File: src/rtl/voter_pkg.sv
// Shared types and constants for the ballot collector and the 4-voter majority decoder.
package voter_pkg;

  localparam int N_VOTERS = 4;

  localparam logic [2:0] RES_REJECT = 3'b100;
  localparam logic [2:0] RES_TIE    = 3'b010;
  localparam logic [2:0] RES_PASS   = 3'b001;

  typedef enum logic [1:0] {
    ST_IDLE,
    ST_OPEN,
    ST_SETTLE,
    ST_DONE
  } state_t;

  function automatic logic res_onehot(input logic [2:0] r);
    return (r == RES_REJECT) || (r == RES_TIE) || (r == RES_PASS);
  endfunction

endpackage

File: src/rtl/ballot_collector_if.sv
// Button/decoder side bus of the ballot collector; slave = collector, master = its environment.
interface ballot_collector_if;
  import voter_pkg::*;

  logic                start;
  logic [N_VOTERS-1:0] yes;
  logic [N_VOTERS-1:0] no;
  logic [N_VOTERS-1:0] ballot;
  logic                ballot_valid;
  logic [N_VOTERS-1:0] voted;
  logic                busy;
  logic [2:0]          result;
  logic [2:0]          result_q;
  logic                done;
  logic                err;

  modport master (
    output start, yes, no, result,
    input  ballot, ballot_valid, voted, busy, result_q, done, err
  );

  modport slave (
    input  start, yes, no, result,
    output ballot, ballot_valid, voted, busy, result_q, done, err
  );

endinterface

File: src/rtl/voter_lane.sv
// One voter's ballot/voted bits. VOTE_CHANGE_EN lets a recorded vote be overwritten while open.
module voter_lane (
  input  logic clk,
  input  logic rst,
  input  logic clr,
  input  logic en,
  input  logic yes,
  input  logic no,
  output logic ballot,
  output logic voted,
  output logic voted_nxt
);

  logic press_yes, press_no, take;

  // Simultaneous yes and no is a conflict and records nothing.
  assign press_yes = yes & ~no;
  assign press_no  = no & ~yes;

`ifdef VOTE_CHANGE_EN
  assign take = press_yes | press_no;
`else
  assign take = ~voted & (press_yes | press_no);
`endif

  // Voted state as of the coming edge, so the top can close on the completing vote.
  assign voted_nxt = voted | (en & take);

  always_ff @(posedge clk or posedge rst) begin
    if (rst) begin
      ballot <= 1'b0;
      voted  <= 1'b0;
    end else if (clr) begin
      ballot <= 1'b0;
      voted  <= 1'b0;
    end else if (en && take) begin
      ballot <= press_yes;
      voted  <= 1'b1;
    end
  end

endmodule

File: src/rtl/window_timer.sv
// Loadable down-counter timing the voting window; zero flags the last open cycle.
module window_timer #(
  parameter int CNT_W = 8
) (
  input  logic             clk,
  input  logic             rst,
  input  logic             load,
  input  logic [CNT_W-1:0] load_val,
  input  logic             dec,
  output logic             zero
);

  logic [CNT_W-1:0] count;

  always_ff @(posedge clk or posedge rst) begin
    if (rst)       count <= '0;
    else if (load) count <= load_val;
    else if (dec)  count <= count - 1'b1;
  end

  assign zero = (count == '0);

endmodule

File: src/rtl/ballot_collector.sv
// Runs one voting session and latches the decoder verdict.
// Build option: VOTE_CHANGE_EN (votes may change while open; close only on timeout).
module ballot_collector
  import voter_pkg::*;
#(
  parameter int WINDOW_CYCLES = 16,
  parameter int CNT_W         = 8
) (
  input logic              clk,
  input logic              rst,
  ballot_collector_if.slave bus
);

  state_t              state;
  logic                busy_r, bv_r, done_r, err_r;
  logic [2:0]          rq_r;
  logic                accept, open_st, timer_zero, close;
  logic [N_VOTERS-1:0] yes_v, no_v, ballot_v, voted_v, voted_nxt_v;

  assign accept  = (state == ST_IDLE) & bus.start;
  assign open_st = (state == ST_OPEN);
  assign yes_v   = bus.yes;
  assign no_v    = bus.no;

  window_timer #(.CNT_W(CNT_W)) u_timer (
    .clk      (clk),
    .rst      (rst),
    .load     (accept),
    .load_val (CNT_W'(WINDOW_CYCLES - 1)),
    .dec      (open_st & ~timer_zero),
    .zero     (timer_zero)
  );

  voter_lane u_lane [N_VOTERS-1:0] (
    .clk       (clk),
    .rst       (rst),
    .clr       (accept),
    .en        (open_st),
    .yes       (yes_v),
    .no        (no_v),
    .ballot    (ballot_v),
    .voted     (voted_v),
    .voted_nxt (voted_nxt_v)
  );

`ifdef VOTE_CHANGE_EN
  assign close = timer_zero;
`else
  assign close = timer_zero | (&voted_nxt_v);
`endif

  always_ff @(posedge clk or posedge rst) begin
    if (rst) begin
      state  <= ST_IDLE;
      busy_r <= 1'b0;
      bv_r   <= 1'b0;
      done_r <= 1'b0;
      err_r  <= 1'b0;
      rq_r   <= '0;
    end else begin
      case (state)
        ST_IDLE: begin
          if (bus.start) begin
            state  <= ST_OPEN;
            busy_r <= 1'b1;
          end
        end
        ST_OPEN: begin
          if (close) begin
            state <= ST_SETTLE;
            bv_r  <= 1'b1;
          end
        end
        ST_SETTLE: begin
          bv_r   <= 1'b0;
          rq_r   <= bus.result;
          err_r  <= ~res_onehot(bus.result);
          done_r <= 1'b1;
          state  <= ST_DONE;
        end
        ST_DONE: begin
          done_r <= 1'b0;
          busy_r <= 1'b0;
          state  <= ST_IDLE;
        end
        default: state <= ST_IDLE;
      endcase
    end
  end

  assign bus.ballot       = ballot_v;
  assign bus.voted        = voted_v;
  assign bus.ballot_valid = bv_r;
  assign bus.busy         = busy_r;
  assign bus.done         = done_r;
  assign bus.result_q     = rq_r;
  assign bus.err          = err_r;

endmodule

File: src/flat_wrapper.sv
// flat-port wrapper written by rule: the top's interface ports become plain ports
module ballot_collector_flat import voter_pkg::*;
#(
  parameter int WINDOW_CYCLES = 16,
  parameter int CNT_W         = 8
)
  (clk, rst, bus_start, bus_yes, bus_no, bus_result, bus_ballot, bus_ballot_valid, bus_voted, bus_busy, bus_result_q, bus_done, bus_err);
  ballot_collector_if bus_i ();
  input logic clk;
  input logic rst;
  input wire logic [$bits(bus_i.start)-1:0] bus_start;
  input wire logic [$bits(bus_i.yes)-1:0] bus_yes;
  input wire logic [$bits(bus_i.no)-1:0] bus_no;
  input wire logic [$bits(bus_i.result)-1:0] bus_result;
  output wire logic [$bits(bus_i.ballot)-1:0] bus_ballot;
  output wire logic [$bits(bus_i.ballot_valid)-1:0] bus_ballot_valid;
  output wire logic [$bits(bus_i.voted)-1:0] bus_voted;
  output wire logic [$bits(bus_i.busy)-1:0] bus_busy;
  output wire logic [$bits(bus_i.result_q)-1:0] bus_result_q;
  output wire logic [$bits(bus_i.done)-1:0] bus_done;
  output wire logic [$bits(bus_i.err)-1:0] bus_err;
  assign bus_i.start = bus_start;
  assign bus_i.yes = bus_yes;
  assign bus_i.no = bus_no;
  assign bus_i.result = bus_result;
  assign bus_ballot = bus_i.ballot;
  assign bus_ballot_valid = bus_i.ballot_valid;
  assign bus_voted = bus_i.voted;
  assign bus_busy = bus_i.busy;
  assign bus_result_q = bus_i.result_q;
  assign bus_done = bus_i.done;
  assign bus_err = bus_i.err;
  ballot_collector #(.WINDOW_CYCLES(WINDOW_CYCLES), .CNT_W(CNT_W)) u_core (.clk(clk), .rst(rst), .bus(bus_i));
endmodule
File: config.mk
export PLATFORM = sky130hd
export DESIGN_NAME = ballot_collector_flat
export DESIGN_NICKNAME = d
export VERILOG_FILES = /design/src/rtl/voter_pkg.sv /design/src/rtl/ballot_collector_if.sv /design/src/rtl/voter_lane.sv /design/src/rtl/window_timer.sv /design/src/rtl/ballot_collector.sv /design/src/flat_wrapper.sv
export SDC_FILE = /design/constraint.sdc
export NUM_CORES = 1
export LEC_CHECK = 0
export CORE_MARGIN = 5
export CORE_UTILIZATION = 29
export DETAILED_ROUTE_END_ITERATION = 16
export HOLD_SLACK_MARGIN = 0.1
export PLACE_DENSITY_LB_ADDON = 0.2
export SLEW_MARGIN = 20
export SYNTH_ARGS = -nofsm -noshare
export SYNTH_HDL_FRONTEND = slang
export SYNTH_SLANG_ARGS = --single-unit
export TNS_END_PERCENT = 50
File: constraint.sdc
create_clock -name clk -period 5.6 [get_ports clk]
set_input_delay 1.12 -clock clk [delete_from_list [all_inputs] [get_ports clk]]
set_output_delay 1.12 -clock clk [all_outputs]
set_load 0.01 [all_outputs]
# After elaboration in Yosys (flattened, before gate mapping)
# Cells that the tools add are included.
# Widths: inputs -> output; s select.
classes:
  multipliers: 0
  n_eq_ne: 8
  n_lt_le_gt_ge: 0
  shift: 0
  n_mux: 26
  div_mod_pow: 0
  addsub: 1
  reduce_logical: 20
  bitwise_logic: 41
op_table:
  columns: ["operator", "count"]
  rows:
  - ["$and 1x1->1", 18]
  - ["$mux 1", 18]
  - ["$mux 8", 2]
  - ["$reduce_bool 2->1", 8]
  - ["$not 1->1", 14]
  - ["$or 1x1->1", 9]
  - ["$logic_not 8->1", 1]
  - ["$pmux 2 s4", 1]
  - ["$sub 8x1->8 const B", 1]
  - ["$pmux 1 s2", 3]
  - ["$reduce_and 2->1", 3]
  - ["$eq 2x2->1 const B", 2]
  - ["$logic_and 1x1->1", 4]
  - ["$mux 2", 2]
  - ["$ne 2x2->1 const B", 2]
  - ["$reduce_and 4->1", 1]
  - ["$eq 3x1->1 const B", 1]
  - ["$eq 3x2->1 const B", 1]
  - ["$eq 3x3->1 const B", 1]
  - ["$eq 2x1->1 const B", 1]
  - ["$logic_not 2->1", 1]
  - ["$logic_or 1x1->1", 2]
word_totals:
  mem_bits_rw: 0
  latchBits: 0
  elab_cells: 111
  register_bits: 25
  inputBits: 14
  n_memories: 0
  mem_bits_ro: 0

# Longest topological paths before layout
depth:
  ltp_word: 10
  mapped_depth: 7
  ltp_nobuf: 6

# Cells and area by module
# From an unflattened synthesis, not the netlist that was laid out.
unflattened:
  cells_unflattened: 152
  hier_area_um2: 1482.7
by_module_without_submodules:
  columns: ["module", "area_each_um2", "n_inst", "cells_each"]
  rows:
  - ["ballot_collector", 500.5, 1, 45]
  - ["voter_lane", 123.9, 4, 13]
  - ["window_timer", 486.7, 1, 55]

# Least setup slack after synthesis
# No wires, ideal clock.
synth_timing:
  path_kind: "input port to flip-flop"
  start: "input bus_no[3]"
  end: "register u_core.state[0]"
  path_stages: 6
  slack_ns: 3.328
  setup_ns: 0.126
  n_path_buf: 0
  arrival_time_ns: 2.147
  cell_sequence: "inv_1 ha_1 nor2b_1 o22a_1 a21oi_1 o311a_1"
synth_between:
  elab_chain_len: 10
synth_rtl:
  columns: ["item", "line_no", "rtl"]
  rows:
  - ["from (decl)", "flat_wrapper.sv:13", "input wire logic [$bits(bus_i.no)-1:0] bus_no;"]
  - ["$not 1->1", "voter_lane.sv:17", "assign press_yes = yes & ~no;"]
  - ["$and 1x1->1", "voter_lane.sv:17", null]
  - ["$or 1x1->1 (*)", "voter_lane.sv:23", "assign take = ~voted & (press_yes | press_no);"]
  - ["$and 1x1->1 (*)", "voter_lane.sv:23", null]
  - ["$and 1x1->1 (*)", "voter_lane.sv:27", "assign voted_nxt = voted | (en & take);"]
  - ["$or 1x1->1 (*)", "voter_lane.sv:27", null]
  - ["$reduce_and 4->1 (*)", "ballot_collector.sv:49", "assign close = timer_zero | (&voted_nxt_v);"]
  - ["$or 1x1->1 (*)", "ballot_collector.sv:49", null]
  - ["$ne 2x2->1 (no source line) (*)", null, null]
  - ["$reduce_and 2->1 (no source line) (*)", null, null]
  - ["to (signal assigned)", "ballot_collector.sv:54", "state <= ST_IDLE;"]
  - ["to (signal assigned)", "ballot_collector.sv:64", "state <= ST_OPEN;"]
  - ["to (signal assigned)", "ballot_collector.sv:70", "state <= ST_SETTLE;"]
  - ["to (decl)", "ballot_collector.sv:14", "state_t state;"]
# Every way passes the cells marked *; elsewhere a longest branch is shown, timed or not.
# A chain may end at the register's enable or synchronous reset.

# Final worst setup path
layout_timing:
  start: "input bus_no[1]"
  end: "register u_core.state[0]"
# Same word-level chain as after synthesis.

==> summary.md <==
| Metric | Value |
|---|---|
| Final ANT Viol Nets | 0 |
| Core ar. | 0.004786 mm² |
| Sequential fraction of the synthesis area | 43.25% |
| Critical path launch point | bus_no[1] |
| Worst Path Required | 5.76 ns |
| CTS Sinks | 25 |
| Placed cell areas | 0.001739 mm² |
| Antenna violations before repair | 0 |
| Setup TNS Final | 0 ns |
| Post-synth top cells | dfrtp_1 (25), nor2_1 (16), inv_1 (11) |
| HPWL after detailed placement | 2279 µm |
| Vias in the first global route | 1113 |
| Clk pwr share | 12.7% |
| Combinational share of power | 50.6% |
| Switching share of power | 38.36% |
| RR Endpoint | u_core.state[0] |
| WL/cell | 12.96 µm |
| Predominant post-synthesis flop cell | dfrtp_1 |
| R2R Setup Slk | 3.38 ns |
| Cts hold-fix bufs | 0 |
| Layout cell share with drive strength beyond 1 | 10.24% |
| Final Util | 37.28% |
| First-pass GRT wire length | 5126 µm |
| CTS clk-pin slew, worst paths | 0.09 ns |
| Detailed Route WL | 3020 µm |
| Largest net degree at the start of global routing | 26 |
| Tmin final | 2.580 ns |
| Worst reg2reg path startpoint | u_core.u_timer.count[0] |
| Pwr dens | 481.3 mW/mm² |
| Post-synth EDFFs | 0 |
| Fin area | 0.001784 mm² |
| Routability cong. | 0.7734 |
| Switching power | 0.3294 mW |
| Worst-Skew Late Latency | 0.27 ns |
| Clock Tree Buf Depth | 2 |
| Critical Path AT | 2.74 ns |
| Yosys cell types | 37 |
| Final Skew | 0.003190 ns |
| Chip width | 80.62 µm |
| Grt ovf | 0 |
| Filler instances | 503 |
| Internal Power | 0.5294 mW |
| CTS tree | yes |
| Area leader, netlist | dfrtp_1 |
| Resize count post-CTS | 0 |
| # setup viols final | 0 |
| Crit path largest cell delay | 0.45 ns |
| Syn Nets | 169 |
| Yosys warns | 0 |
| Synthesized area per cell | 9.975 µm² |
| Setup repair after global routing missed its margin | no |
| CP Launch Type | primary input |
| Power Total | 0.8587 mW |
| Hold slack | 0.5014 ns |
| Fmax | 387.6 MHz |
| Via count | 1071 |
| Relative slew margins | 63.50% |
| Max_cap viols | 0 |
| Area Growth Syn to Fin | 23.36% |
| Root Buffer | clkbuf_8 |
| P_leak | 0.7743 nW |
| H-tree Lvls | 1 |
| Slew @ Worst Pin | 0.5468 ns |
| Post-synth top area share | 43.25% |
| Die height | 80.62 µm |
| Most frequent cell after synthesis | dfrtp_1 |
| FP Rows | 25 |
| CTS Buf Count | 3 |
| Setup bufs post-CTS | 0 |
| Max-slew violations | 0 |
| Initial DRC count | 37 |
| Max IR drop VDD | 201.7 µV |
| CP Class | primary input to register |
| Avg Vias per Cell | 4.597 |
| I/O pin count | 29 |
| Ant diodes | 0 |
| Global Route Usage Sum | 10.26% |
| Synthesized area | 0.001446 mm² |
| CP endpoint kind | register |
| Outcome | finished clean |
| Cells on worst reg2reg path | 6 |
| Port bufs | 28 |
| Area contributors post-synth | dfrtp_1 (43%), ha_1 (8.7%), buf_4 (4.2%) |
| Period utilisation layout | 46.08% |
| Crit path to | u_core.state[0] |
| Asr flop ratio synth | 100.0% |
| Sequential share of power | 36.6% |
| Crit-path cells | clkdlybuf4s50_1 -> inv_1 -> ha_1 -> nor2b_1 -> o22a_1 -> a21oi_1 -> o311a_1 |
| Crit-path max FO | 4 |
| Die area | 0.006500 mm² |
| Final Hold Fails | 0 |
| Seq cells post-synth | 25 |
| Initial Utilization | 30.22% |
| Slowest CP cell | clkdlybuf4s50_1 |
| Worst hold path type | register to register |
| DRC | 0 |
| TritonRoute pass-1 iters | 4 |
| Final nets | 191 |
| Cells after Synth | 145 |
-- critical path, delay by kind of cell --
family	cells	cell delay (ns)
AOI/OAI and AO/OA	3	0.62
adders and majority gates	1	0.27
buffers and inverters	2	0.49
and+or+nand+nor	1	0.23
-- per-stage QoR --
step                      worst slack (ns)  cells
after floorplan                      3.328    145
after global placement               2.762    229
after detailed placement             2.740    229
after CTS                            3.030    233
after global routing                 2.924    233
final                                3.020    233
-- worst min path at each step --
stage / from / slack (ns) / cells past startpoint / end
2_1_floorplan: u_core.u_lane[2].ballot / 0.49 / 2 / u_core.u_lane[2].ballot
3_3_place_gp: u_core.bus.done / 0.49 / 2 / u_core.bus.done
3_5_place_dp: u_core.bus.done / 0.49 / 2 / u_core.bus.done
4_1_cts: u_core.bus.done / 0.51 / 2 / u_core.bus.done
5_1_grt: u_core.bus.result_q[2] / 0.54 / 1 / u_core.bus.result_q[2]
6_report: u_core.bus.done / 0.50 / 2 / u_core.bus.done
-- cell type report --
type,instances,area (µm²),area share [%]
multi-input combinational,98,708.2,39.69
clock buffer,4,45.04,2.525
timing repair buffer,28,280.3,15.71
tap,67,83.83,4.698
inverter,11,41.29,2.314
sequential,25,625.6,35.06
-- sequential cells by signal, indices dropped and copies added, names as in the netlist --
| name | count |
|---|---|
| u_core.state | 2 |
| u_core.u_lane.ballot | 4 |
| u_core.bus.ballot_valid | 1 |
| u_core.bus.result_q | 3 |
| u_core.bus.err | 1 |
| u_core.u_timer.count | 8 |
| u_core.bus.done | 1 |
| u_core.u_lane.voted | 4 |
| u_core.bus.busy | 1 |
-- layer usage --
metal | vias up | global-route usage, % | routed length (µm)
li1 | 532 | - | -
met1 | 512 | 13.25 | 1435
met2 | 22 | 16.39 | 1402
met3 | 5 | 2.466 | 135
met4 | 0 | 4.054 | 46
met5 | - | 0 | 0
-- layout by cell type (no fill, tap or decap), drive strengths merged, types with 3 or more instances in the layout --
cell and n:
or2 3, ha 10, nand2b 6, a21oi 3
mux2 4, o21ai 6, nand2 8, clkdlybuf4s50 28
inv 11, clkbuf 4, nor2b 4, dfrtp 25
mux2i 5, or4 3, xor2 5, nor2 16
o211ai 4
-- cell families (layout without fill, tap and decap cells) --
| kind of cell | Yosys count | after routing | share of synthesized area [%] |
|---|---|---|---|
| adders and majority gates | 10 | 10 | 8.651 |
| AOI/OAI and AO/OA | 23 | 23 | 11.07 |
| xor gates and xnor gates | 6 | 6 | 3.633 |
| and+or+nand+nor | 50 | 50 | 19.03 |
| buffers and inverters | 22 | 43 | 7.786 |
| muxes | 9 | 9 | 6.574 |
| DFF | 25 | 25 | 43.25 |
-- power groups by stage --
stage                     clock, mW  combinational (mW)  sequential (mW)
after floorplan                   0               0.291            0.317
final                         0.109               0.435            0.315
after detailed placement          0               0.441            0.318
after CTS                     0.114               0.443            0.315
after global routing          0.122               0.481            0.328
after global placement            0               0.430            0.314
No activity file was read; power rests on OpenSTA's default activity.
==> RTL edit 1 (same settings) <==
`CNT_W` is set to 8 in 3 places; all go to 12.
--- a/src/rtl/window_timer.sv
+++ b/src/rtl/window_timer.sv
@@ -1,6 +1,6 @@
 // Loadable down-counter timing the voting window; zero flags the last open cycle.
 module window_timer #(
-  parameter int CNT_W = 8
+  parameter int CNT_W = 12
 ) (
   input  logic             clk,
   input  logic             rst,
--- a/src/rtl/ballot_collector.sv
+++ b/src/rtl/ballot_collector.sv
@@ -4,7 +4,7 @@
   import voter_pkg::*;
 #(
   parameter int WINDOW_CYCLES = 16,
-  parameter int CNT_W         = 8
+  parameter int CNT_W         = 12
 ) (
   input logic              clk,
   input logic              rst,
--- a/src/flat_wrapper.sv
+++ b/src/flat_wrapper.sv
@@ -2,7 +2,7 @@
 module ballot_collector_flat import voter_pkg::*;
 #(
   parameter int WINDOW_CYCLES = 16,
-  parameter int CNT_W         = 8
+  parameter int CNT_W         = 12
 )
   (clk, rst, bus_start, bus_yes, bus_no, bus_result, bus_ballot, bus_ballot_valid, bus_voted, bus_busy, bus_result_q, bus_done, bus_err);
   ballot_collector_if bus_i ();
Behaviour: same outputs for any inputs over 10 cycles, from zero or initial values and one cycle with rst high; that may be too few to reach the edited logic, so the function may still have changed.
==> RTL edit 1 against the unedited design <==
Sequential cell count grew 4. Cell count grew 10%. Highest routed layer unchanged. Worst hold slack gained 16 ps. Largest cell class unchanged. Clock skew grew 3.5 ps. Sequential power grew 8.9%. First-iteration DRC count grew 38%. Final area grew 12%. Synthesized area grew 12%. Total power grew 12%. Routed wire length grew 4.3%. Global-route usage shrank 0.93 points. Core utilization shrank 0.88 points. Setup slack lost 270 ps.
==> RTL edit 1: results (changes against the unedited design) <==
[outcome]
status=finished clean

[final_layout]
fin_nets=209  ; +9.4%
top_regs=u_core.u_timer.count: 12 flops, u_core.u_lane.ballot: 4 flops, u_core.u_lane.voted: 4 flops
fillCellCount=564  ; +12%
final-seq-area_um2=726  ; +16%

[timing]
timing.hold.ws_ps=517  ; +15.8 ps

[route]
met3_length_um=182  ; +35%
drt_iter0_drc=51  ; +38%
vias=1179  ; +10%

[worst_hold_path]
min_from=u_core.u_lane[2].ballot$_DFFE_PP0P_
hold_path_end=u_core.u_lane[2].ballot$_DFFE_PP0P_

[global_route]
grt_util_met1=0.116  ; -0.0163
grt_pass1_wl_mm=5.31  ; +3.5%
grt_usage=0.0933  ; -0.00930
gr-usage-met3=0.0442  ; +0.0195
globalRouteMet2Util=0.142  ; -0.0223

[worst_setup_path]
cp_slowest_cell=or4_1
critPathLaunch=bus_no[2]
critical_path.endpoint=u_core.bus.ballot_valid$_DFFE_PP0P_
rrSetupSlack_ps=3090  ; -290 ps
max_stage_delay_ps=580  ; +130 ps
reg2regPathDepth=7  ; +1
r2r_end=u_core.u_timer.count[7]$_DFFE_PP0P_
cp.arrival_ps=3010  ; +270 ps
r2r-start=u_core.state[1]$_DFFE_PP0P_

[clocking]
cts_made_buffers=5  ; +2

[placed_design]
place_area_um2=1910  ; +9.6%
placed_cells=250  ; +9.2%

[yosys]
synthTopCellsByArea=dfrtp_1 (45%), ha_1 (7.7%), nor2_1 (5.1%), mux2i_1 (4.3%), buf_4 (4.2%)
synth_commonest_cells=dfrtp_1 (29), nor2_1 (22), inv_1 (16), ha_1 (10), buf_4 (9)
synthCells=162  ; +12%

[power_and_ir_drop]
leakage_uw=0.000895  ; +16%
powerComb_uw=445  ; +2%
powerSeq_uw=343  ; +8.9%

## RTL edit 1: changes by cell type in the layout (fill, tap and decap cells not counted), moves of 4 or more
| cell | change |
|---|---|
| nand2b_1 | -4 |
| inv_1 | +6 |
| a21oi_1 | +5 |
| nor2_1 | +6 |
| nor3b_1 | +4 |
| dfrtp_1 | +4 |
## RTL edit 1: cell type report
cell class,count,area share
Tap cell,72,0.0452
Clock buffer,7,0.0433
Inverter,16,0.0302
Multi-Input combinational cell,104,0.372
Timing Repair Buffer,29,0.144
Sequential cell,29,0.364
## RTL edit 1: logic make-up after synthesis
| family | synth area share |
|---|---|
| and+or+nand+nor | 0.170 |
| buffers and inverters | 0.0928 |
| DFF | 0.449 |
| AOI/OAI and AO/OA | 0.0928 |
| muxes | 0.0804 |
| adders and majority gates | 0.0773 |
| xor gates and xnor gates | 0.0379 |
## RTL edit 1: worst max-delay path, delay by kind of cell
kind | cells | cell delay (ps)
compound gates | 2 | 460
simple gates | 1 | 580
fa+ha+maj | 1 | 290
buf+inv | 3 | 560
==> RTL edit 2 (same settings) <==
Without the edit above. Re-encode `state_t` (4 states) as one-hot, 4 bits wide.
--- a/src/rtl/voter_pkg.sv
+++ b/src/rtl/voter_pkg.sv
@@ -7,11 +7,11 @@
   localparam logic [2:0] RES_TIE    = 3'b010;
   localparam logic [2:0] RES_PASS   = 3'b001;
 
-  typedef enum logic [1:0] {
-    ST_IDLE,
-    ST_OPEN,
-    ST_SETTLE,
-    ST_DONE
+  typedef enum logic [3:0] {
+    ST_IDLE   = 4'b0001,
+    ST_OPEN   = 4'b0010,
+    ST_SETTLE = 4'b0100,
+    ST_DONE   = 4'b1000
   } state_t;
 
   function automatic logic res_onehot(input logic [2:0] r);
Formal check against the unedited RTL: no difference found for any inputs over 10 cycles, from zero or initial values and one cycle with rst high; not proved beyond that.
==> RTL edit 2 against the unedited design <==
Critical path depth is the same. Core utilization shrank 2.1 points. Worst hold slack gained 1.2 ps. Sequential cell count grew 2. Synthesized area grew 1.6%. Setup slack lost 68 ps. Sequential share of layout area grew 3.4 points. Routed wire length shrank 3.7%. Final area shrank 1.3%. First-iteration DRC count grew 65%. Maximum frequency shrank 2.6%. Critical endpoint is now u_core.state[1]$_DFFE_PP0P_.
Power is not compared: it rests on default switching activity, and its combinational part moved more than twofold at a synthesized area within 25%.
==> RTL edit 2: results (changes against the unedited design) <==
[yosys]
synthesis.nets=164  ; -3.0%
synth.distinct_cells=40  ; +8.1%
synthCells=144  ; -0.69%
synth-seq-cells=27  ; +8.0%
yosysSeqAreaShare=0.460  ; +0.0279
synthTopCellsByArea=dfrtp_1 (44%), ha_1 (5.1%), mux2i_1 (4.8%), buf_4 (4.1%), nor2_1 (4.1%)

[worst_setup_path]
cp.arrival_ps=2820  ; +80 ps
crit_fanout=3  ; -1

[global_route]
grt_pass1_wl_mm=4.93  ; -3.9%
grt_usage=0.0952  ; -0.00736
gr-usage-met3=0.0222  ; -0.00249
grt_util_met1=0.112  ; -0.0205
grt_max_degree=28  ; +7.7%

[route]
met3_length_um=100  ; -26%
drt_iter0_drc=61  ; +65%
vias=1058  ; -1.2%
met2_length_mm=1.53  ; +9.1%
wl_met1_mm=1.25  ; -13%

[final_layout]
fin_cells=231  ; -0.86%
drive_above_1_share=0.106  ; +0.00318
largest_reg_flops=8  ; unchanged
fillCellCount=520  ; +3.4%

[placed_design]
hpwlAfterDp_mm=2.23  ; -2.3%
place_area_um2=1720  ; -1.4%
pre_cts_ws_ps=2640  ; -101 ps
gp_congestion=0.837  ; +8.2%

[worst_hold_path]
hold_class=flip-flop to flip-flop

[clocking]
clock_path_buffers=2  ; unchanged

[timing]
tightest_slew_ps=718  ; +172 ps
fin_skew_ps=8.19  ; +5.01 ps

[outcome]
status=finished clean

-- RTL edit 2: where the power goes --
group	switching [uW]	internal (uW)	total [uW]
Sequential	31.3	223	255
Combinational	83.2	77.2	160
Clock	63.3	49.9	113
Total	178	350	528
-- RTL edit 2: kinds of logic after synthesis --
group           Yosys count  share of synthesized area
flops                    27                      0.460
compound gates           21                     0.0894
xor+xnor                  4                     0.0238
simple gates             48                      0.183
buf+inv                  27                      0.114
fa+ha+maj                 6                     0.0511
mux                      11                     0.0783
-- RTL edit 2: final timing paths --
| kind | start | end | slack (ps) | depth (start not counted) |
|---|---|---|---|---|
| setup reg to reg | u_core.state[2]$_DFFE_PP0P_ | u_core.state[1]$_DFFE_PP0P_ | 3290 | 4 |
| max in group asynchronous | rst | u_core.state[0]$_DFFE_PP1P_ | 4010 | 2 |
| setup / recovery | bus_no[2] | u_core.state[1]$_DFFE_PP0P_ | 2950 | 7 |
| hold / removal | u_core.bus.busy$_DFFE_PP0P_ | u_core.bus.busy$_DFFE_PP0P_ | 500 | 2 |
| min in group asynchronous | rst | u_core.u_timer.count[1]$_DFFE_PP0P_ | 1210 | 2 |
| hold reg to reg | u_core.bus.busy$_DFFE_PP0P_ | u_core.bus.busy$_DFFE_PP0P_ | 500 | 2 |
-- RTL edit 2: worst max-delay path, cell delays in order --
cell and delay, ps:
clkdlybuf4s50_1 460, inv_1 40, ha_1 290, inv_1 60, a21oi_1 70, or4_4 570, a31o_1 220
-- RTL edit 2: layout make-up --
class	instances	area, um^2	share of cell area
Clock inverter	1	5.00	0.00284
Timing Repair Buffer	28	280	0.159
Tap cell	70	87.6	0.0497
Inverter	12	45.0	0.0256
Clock buffer	3	41.3	0.0234
Sequential cell	27	677	0.384
Multi-Input combinational cell	90	626	0.355
